==> src/rtl/twos_complement_seq.sv <==
// Multi-byte two's-complement negator: one byte-wide complement datapath
// (s = ~p + carry_in) walked LSB-first across the latched operand.
module twos_complement_seq #(
    parameter int NBYTES = 4
) (
    input  logic                  clk,
    input  logic                  reset,
    input  logic                  in_valid,
    output logic                  in_ready,
    input  logic [8*NBYTES-1:0]   in_data,
    output logic                  out_valid,
    input  logic                  out_ready,
    output logic [8*NBYTES-1:0]   out_data,
    output logic                  out_zero,
    output logic                  out_ovf,
    output logic                  busy
);

    localparam int DATA_W = 8 * NBYTES;
    localparam int IDX_W  = (NBYTES > 1) ? $clog2(NBYTES) : 1;
    localparam logic [IDX_W-1:0] LAST_IDX = IDX_W'(NBYTES - 1);

    typedef enum logic [1:0] {
        S_IDLE = 2'd0,
        S_RUN  = 2'd1,
        S_DONE = 2'd2
    } state_t;

    state_t              r_state;
    state_t              w_state_next;
    logic [DATA_W-1:0]   r_opnd;
    logic [IDX_W-1:0]    r_idx;
    logic                r_carry;
    logic                r_zero_acc;

    logic                w_accept;
    logic                w_last;
    logic [7:0]          w_byte;
    logic [7:0]          w_res;
    logic                w_cout;
    logic                w_byte_zero;

    // Bit 8 of the result is the carry into the next byte: set only when
    // ~b is all ones and carry_in is 1, i.e. b == 0 with carry still alive.
    function automatic logic [8:0] cpl_byte(input logic [7:0] b, input logic cin);
        cpl_byte = {1'b0, ~b} + {8'd0, cin};
    endfunction

    assign w_accept    = in_valid && (r_state == S_IDLE);
    assign w_last      = (r_idx == LAST_IDX);
    assign w_byte      = r_opnd[8*r_idx +: 8];
    assign {w_cout, w_res} = cpl_byte(w_byte, r_carry);
    assign w_byte_zero = (w_byte == 8'h00);

    assign in_ready  = (r_state == S_IDLE);
    assign out_valid = (r_state == S_DONE);
    assign busy      = (r_state != S_IDLE);

    always_ff @(posedge clk) begin
        if (reset) begin
            r_state <= S_IDLE;
        end else begin
            r_state <= w_state_next;
        end
    end

    always_comb begin
        w_state_next = r_state;
        case (r_state)
            S_IDLE: if (w_accept)  w_state_next = S_RUN;
            S_RUN:  if (w_last)    w_state_next = S_DONE;
            S_DONE: if (out_ready) w_state_next = S_IDLE;
            default:               w_state_next = S_IDLE;
        endcase
    end

    // Operand is held untouched during RUN; result bytes fill out_data in place.
    always_ff @(posedge clk) begin
        if (reset) begin
            r_idx      <= '0;
            r_carry    <= 1'b1;
            r_zero_acc <= 1'b1;
            out_data   <= '0;
            out_zero   <= 1'b0;
            out_ovf    <= 1'b0;
        end else begin
            case (r_state)
                S_IDLE: begin
                    if (w_accept) begin
                        r_opnd     <= in_data;
                        r_idx      <= '0;
                        r_carry    <= 1'b1;
                        r_zero_acc <= 1'b1;
                    end
                end
                S_RUN: begin
                    out_data[8*r_idx +: 8] <= w_res;
                    r_carry    <= w_cout;
                    r_zero_acc <= r_zero_acc & w_byte_zero;
                    if (w_last) begin
                        r_idx    <= '0;
                        out_zero <= r_zero_acc & w_byte_zero;
                        out_ovf  <= w_byte[7] & w_res[7];
                    end else begin
                        r_idx <= r_idx + 1'b1;
                    end
                end
                default: begin
                end
            endcase
        end
    end

endmodule

==> config.mk <==
export PLATFORM = sky130hd
export DESIGN_NAME = twos_complement_seq
export DESIGN_NICKNAME = d
export VERILOG_FILES = /design/src/rtl/twos_complement_seq.sv
export SDC_FILE = /design/constraint.sdc
export NUM_CORES = 1
export LEC_CHECK = 0
export ABC_AREA = 0
export CORE_ASPECT_RATIO = 0.5
export CORE_MARGIN = 3
export CORE_UTILIZATION = 50
export DETAILED_ROUTE_END_ITERATION = 10
export GPL_ROUTABILITY_DRIVEN = 1
export GPL_TIMING_DRIVEN = 0
export PLACE_DENSITY = 0.81
export SLEW_MARGIN = 30
export SYNTH_ARGS = -nofsm -noshare
export SYNTH_HDL_FRONTEND = slang
export SYNTH_SLANG_ARGS = --single-unit
==> constraint.sdc <==
create_clock -name clk -period 4.6 [get_ports clk]
set_input_delay 1.15 -clock clk [delete_from_list [all_inputs] [get_ports clk]]
set_output_delay 1.15 -clock clk [all_outputs]
set_load 0.05 [all_outputs]
======== Yosys cells after proc, flatten, opt, wreduce, memory -nomap -nowiden ========
Cells that the tools add are included.
Widths: inputs -> output; s select.
storage, ports and cells
  logic and storage cells ................. 44
  memories ................................ 0
  RAM bits ................................ 0
  output and inout bits ................... 37
  bits of input ports ..................... 36
  flip-flop bits (word level) ............. 72
  bits in latches ......................... 0
  memory bits (read-only) ................. 0
cells by class
  div/mod/pow operators ................... 0
  multiply operators ...................... 0
  add/sub/neg operators ................... 3
  reduce and logical (&&, ||, !) cells .... 9
  bitwise gates (word level) .............. 4
  muxes and demuxes ....................... 11
  eq/ne operators ......................... 6
  magnitude comparators ................... 0
  shift-type cells ........................ 3
operators by type and width
  kind                     number
  $neg 5->34               1
  $shift 8x34->32 const A  1
  $shiftx 8x34->32         1
  $bwmux 32                1
  $shiftx 32x6->8          1
  $mux 2                   5
  $add 8x1->9              1
  $logic_not 8->1          1
  $not 8->8                1
  $pmux 2 s3               1
  $reduce_and 3->1         2
  $eq 2x2->1 const B       2
  $ne 2x1->1 const B       2
  $pmux 1 s2               2
  $pmux 2 s2               1
  $reduce_and 2->1         2
  $reduce_bool 2->1        2
  $add 2x1->2 const B      1
  $and 1x1->1              2
  $eq 2x1->1 const B       1
  $logic_not 2->1          1
  $ne 2x2->1 const B       1
  $logic_and 1x1->1        1
  $mux 1                   1
  $not 1->1                1

======== Logic depth before layout (Yosys ltp) ========
  word-level depth ........................ 5
  gate-level depth with buffers ........... 11
  depth with buffers taken out ............ 9

======== Least setup slack after synthesis ========
OpenSTA, ideal clock, no wires.
  path type ............................... input to register
  start point ............................. input reset
  end point ............................... register r_opnd[0], enable pin
  setup time .............................. 421 ps
  stages .................................. 3
  data required time ...................... 4179 ps
  setup slack ............................. 1253 ps
  data arrival time ....................... 2926 ps
  buffers on the path ..................... 2
  path through ............................ clkbuf_1 -> buf_1 -> nor2_1
on the way
  longest elaborated chain between the ends .. 2
ends and longest elaborated chain
  element                            line  source
  from (decl)                        7     input logic reset,
  $not 1->1 (no source line)         -
  $reduce_and 3->1 (no source line)  -
  to (signal assigned)               90    r_opnd <= in_data;
  to (decl)                          31    logic [DATA_W-1:0] r_opnd;
Every way passes these cells.
A chain may end at the register's enable or synchronous reset.

======== Final worst setup path ========
  start point ............................. register r_idx[0]
  end point ............................... register out_data[22]
on the way
  longest elaborated chain between the ends .. 5
  elaborated cells between the ends (all ways) .. 7
  those cells by class .................... add/sub: 2; shift: 3; mux: 1; bitwise: 1
ends and longest elaborated chain
  element                          line  source
  from (decl)                      32    logic [IDX_W-1:0] r_idx;
  from (signal assigned)           105   r_idx <= r_idx + 1'b1;
  $shiftx 32x6->8                  51    assign w_byte = r_opnd[8*r_idx +: 8];
  $not 8->8                        46    cpl_byte = {1'b0, ~b} + {8'd0, cin};
  $add 8x1->9                      46
  $shiftx 8x34->32                 97    out_data[8*r_idx +: 8] <= w_res;
  $bwmux 32 *                      97
  to (signal, indexed assignment)  97
  to (decl)                        13    output logic [8*NBYTES-1:0] out_data,
Every way passes the cells marked *; elsewhere a longest branch is shown, timed or not.

==> reports/metrics.csv <==
stage,metric,value,unit
critical_path,end_kind,register,
placed_design,placedCellCount,363,
logic_synthesis,synth_fp_nets,265,
clock_network,root_buffer,clkbuf_16,
logic_synthesis,syn-cell-area,2840,um^2
power,power_frac_clock,0.426,
layout,final_nets,349,
clock_network,clk_latency,0.32,ns
drt,post_drt_wl_per_cell,16.9,um
drt,drc,0,
floorplan,die_w,113,um
layout,fillers,321,
power,switchingPower,0.000341,W
critical_path,start_kind,register,
grt,antenna_found_initial,0,
logic_synthesis,synthFlopType,dfxtp_1,
timing,rsz0062_at_grt,false,
clock_network,cts_buffer_depth,2,
timing,fmax,317,MHz
hold_path,hold_path_class,register to register,
critical_path,path_class,register to register,
timing,finClkSkew,0.00384,ns
critical_path,crit_family,compound AO/OA/AOI/OAI gates,
logic_synthesis,synthArstFlopShare,0,
logic_synthesis,synthTopCellsByCount,"40 x dfxtp_1, 32 x edfxtp_1, 23 x nor2_1, 17 x a22oi_1, 12 x nand2_1",
power,combPwrFrac,0.112,
logic_synthesis,synth_area_leader_cell,edfxtp_1,
power,share_seq_of_total_power,0.462,
clock_network,hold_buffers,0,
grt,grt_usage,0.207,
logic_synthesis,yosysWarningCount,0,
grt,grt_pass1_wl,10600,um
critical_path,cp_max_fo,10,
timing,hold_ws,0.465,ns
clock_network,postCtsSetupBuffers,0,
logic_synthesis,seq_area_frac_synth,0.619,
clock_network,path_clk_slew,0.05,ns
layout,final_cells,379,
logic_synthesis,synth_top_cell_area_share,0.338,
clock_network,post_cts_resized,0,
logic_synthesis,ys_seq_elements,72,
layout,drive_gt1_frac,0.0971,
timing,slew_headroom,0.387,
critical_path,path_cells,"buf_6, buf_2, mux4_2, inv_1, ha_1, ha_1, inv_1, or3_1, o21ai_0, a32o_1",
critical_path,crit_arrival,3.41,ns
logic_synthesis,ys_top_cells_by_area,"edfxtp_1 34%, dfxtp_1 28%, mux4_2 5.5%",
layout,seqCellArea,1760,um^2
grt,grt_max_degree,29,
critical_path,critPathSlowestCell,mux4_2,
drt,dr.pass1.iters,4,
drt,drt-initial-drc-count,131,
layout,multi_input_area,1020,um^2
drt,drtAntennaViolNets,0,
logic_synthesis,synthCells,220,
clock_network,cts_buffers,9,
timing,hold_viol_final,0,
layout,areaGrowthSynthToFinish,39.6,%
clock_network,cts_num_sinks,72,
drt,via_per_inst,5.63,
floorplan,core_region_area,5200,um^2
placed_design,place_hpwl,4750,um
drt,routed_wl,6410,um
floorplan,die_h,59.3,um
logic_synthesis,synth_edf_count,32,
logic_synthesis,synthMostInstantiatedCell,dfxtp_1,
power,vdd_drop_max,0.205,mV
power,internal-power,0.00117,W
timing,post-route-min-period,3.15,ns
placed_design,gp_congestion,0.819,
drt,routed-via-count,2135,
power,p_per_area,381,nW/um^2
floorplan,ioPinCount,73,
clock_network,cts_tree,yes,
critical_path,max_stage_delay,0.56,ns
logic_synthesis,synth.avg_cell_area,12.9,um^2
power,swShare,0.226,
power,p_leak,1.41,nW
layout,fin_util,0.763,
grt,overflow,0,
outcome,status,"finished, final reports clean",
timing,slew_viol_final,0,
critical_path,path_buf_inv,4,
timing,tightest_slew,0.911,ns
timing,finalSetupTns,0,ns
floorplan,initial_core_util,0.547,
timing,finalCritPeriodShare,0.685,
placed_design,portBuffers,72,
floorplan,row_count,18,
floorplan,die_area,6680,um^2
layout,antenna_cells,0,
run,cap_viol_max_count,0,
critical_path,required,4.86,ns
clock_network,htree_levels,3,
timing,setup_viol,0,
grt,grt_pass1_vias,2183,
logic_synthesis,synth_cell_type_count,38,
[routing by layer]
layer	vias to the layer above	track usage	part of all wire
li1	995	-	-
met1	1027	0.272	0.44
met2	104	0.331	0.47
met3	9	0.0663	0.080
met4	0	0.0753	0.0097
met5	-	0	0
[stage by stage]
| stage | power [W] | setup slack (ns) | area, um^2 |
|---|---|---|---|
| 2_1_floorplan | 0.000806 | 1.25 | 2840 |
| 3_3_place_gp | 0.000870 | 0.166 | 3650 |
| 3_5_place_dp | 0.000879 | 1.43 | 3690 |
| 4_1_cts | 0.00152 | 1.46 | 3970 |
| 5_1_grt | 0.00157 | 1.28 | 3970 |
| 6_report | 0.00151 | 1.45 | 3970 |
[registers in the layout (all words and copies together) (netlist names)]
signal / cells
r_idx: 2
out_ovf: 1
r_carry: 1
r_state: 2
out_data: 32
out_zero: 1
r_opnd: 32
r_zero_acc: 1
[worst paths after layout]
| kind | cells past startpoint | slack [ns] | start | end |
|---|---|---|---|---|
| max reg2reg | 10 | 1.45 | r_idx[0]$_SDFFE_PP0P_ | out_data[22]$_SDFFE_PP0P_ |
| min reg2reg | 1 | 0.46 | out_data[5]$_SDFFE_PP0P_ | out_data[5]$_SDFFE_PP0P_ |
| min | 1 | 0.46 | out_data[5]$_SDFFE_PP0P_ | out_data[5]$_SDFFE_PP0P_ |
| max | 10 | 1.45 | r_idx[0]$_SDFFE_PP0P_ | out_data[22]$_SDFFE_PP0P_ |
[area by class of cell]
| class | instances | share of cell area |
|---|---|---|
| well taps | 70 | 0.0221 |
| repair buffers | 73 | 0.188 |
| plain buffers | 8 | 0.00977 |
| inverters | 8 | 0.00756 |
| clock buffers | 13 | 0.0677 |
| clock inverters | 3 | 0.00378 |
| flip-flops and latches | 72 | 0.444 |
| multi-input cells | 132 | 0.257 |
[layout by cell type, fill, tap and decap left out, types with 2 or more instances in the layout]
cell type / instances
inv_1: 8
nor2b_1: 5
o21ai_0: 2
edfxtp_1: 32
xnor2_1: 3
clkbuf_4: 2
mux4_2: 7
nand2b_1: 2
nor4_1: 3
or3_1: 2
clkdlybuf4s50_1: 72
dfxtp_1: 40
a22oi_1: 17
clkbuf_16: 10
nor3_1: 5
a22o_1: 8
a32o_1: 6
clkinv_2: 3
and2_1: 2
a31o_2: 2
clkbuf_1: 6
nand3_1: 3
nand2_1: 12
a21oi_1: 8
nor2_1: 22
ha_1: 9
[kinds of logic (layout without fill, tap and decap cells)]
group / after synthesis / after routing / share of synthesized area
AND/OR/NAND/NOR: 67 / 67 / 0.123
buffers and inverters: 16 / 105 / 0.0242
AO/OA/AOI/OAI: 44 / 44 / 0.117
adder cells (fa/ha/maj): 9 / 9 / 0.0396
flip-flops: 72 / 72 / 0.619
XOR/XNOR: 3 / 3 / 0.00924
multiplexers: 9 / 9 / 0.0682
[power groups by stage]
stage | Combinational [W] | Clock (W) | Sequential [W]
4_1_cts | 0.000169 | 0.000654 | 0.000699
6_report | 0.000169 | 0.000643 | 0.000699
5_1_grt | 0.000182 | 0.000687 | 0.000700
3_3_place_gp | 0.000159 | 0 | 0.000711
2_1_floorplan | 0.0000799 | 0 | 0.000726
3_5_place_dp | 0.000167 | 0 | 0.000712
Note: power is estimated with default switching activity, not from simulation.
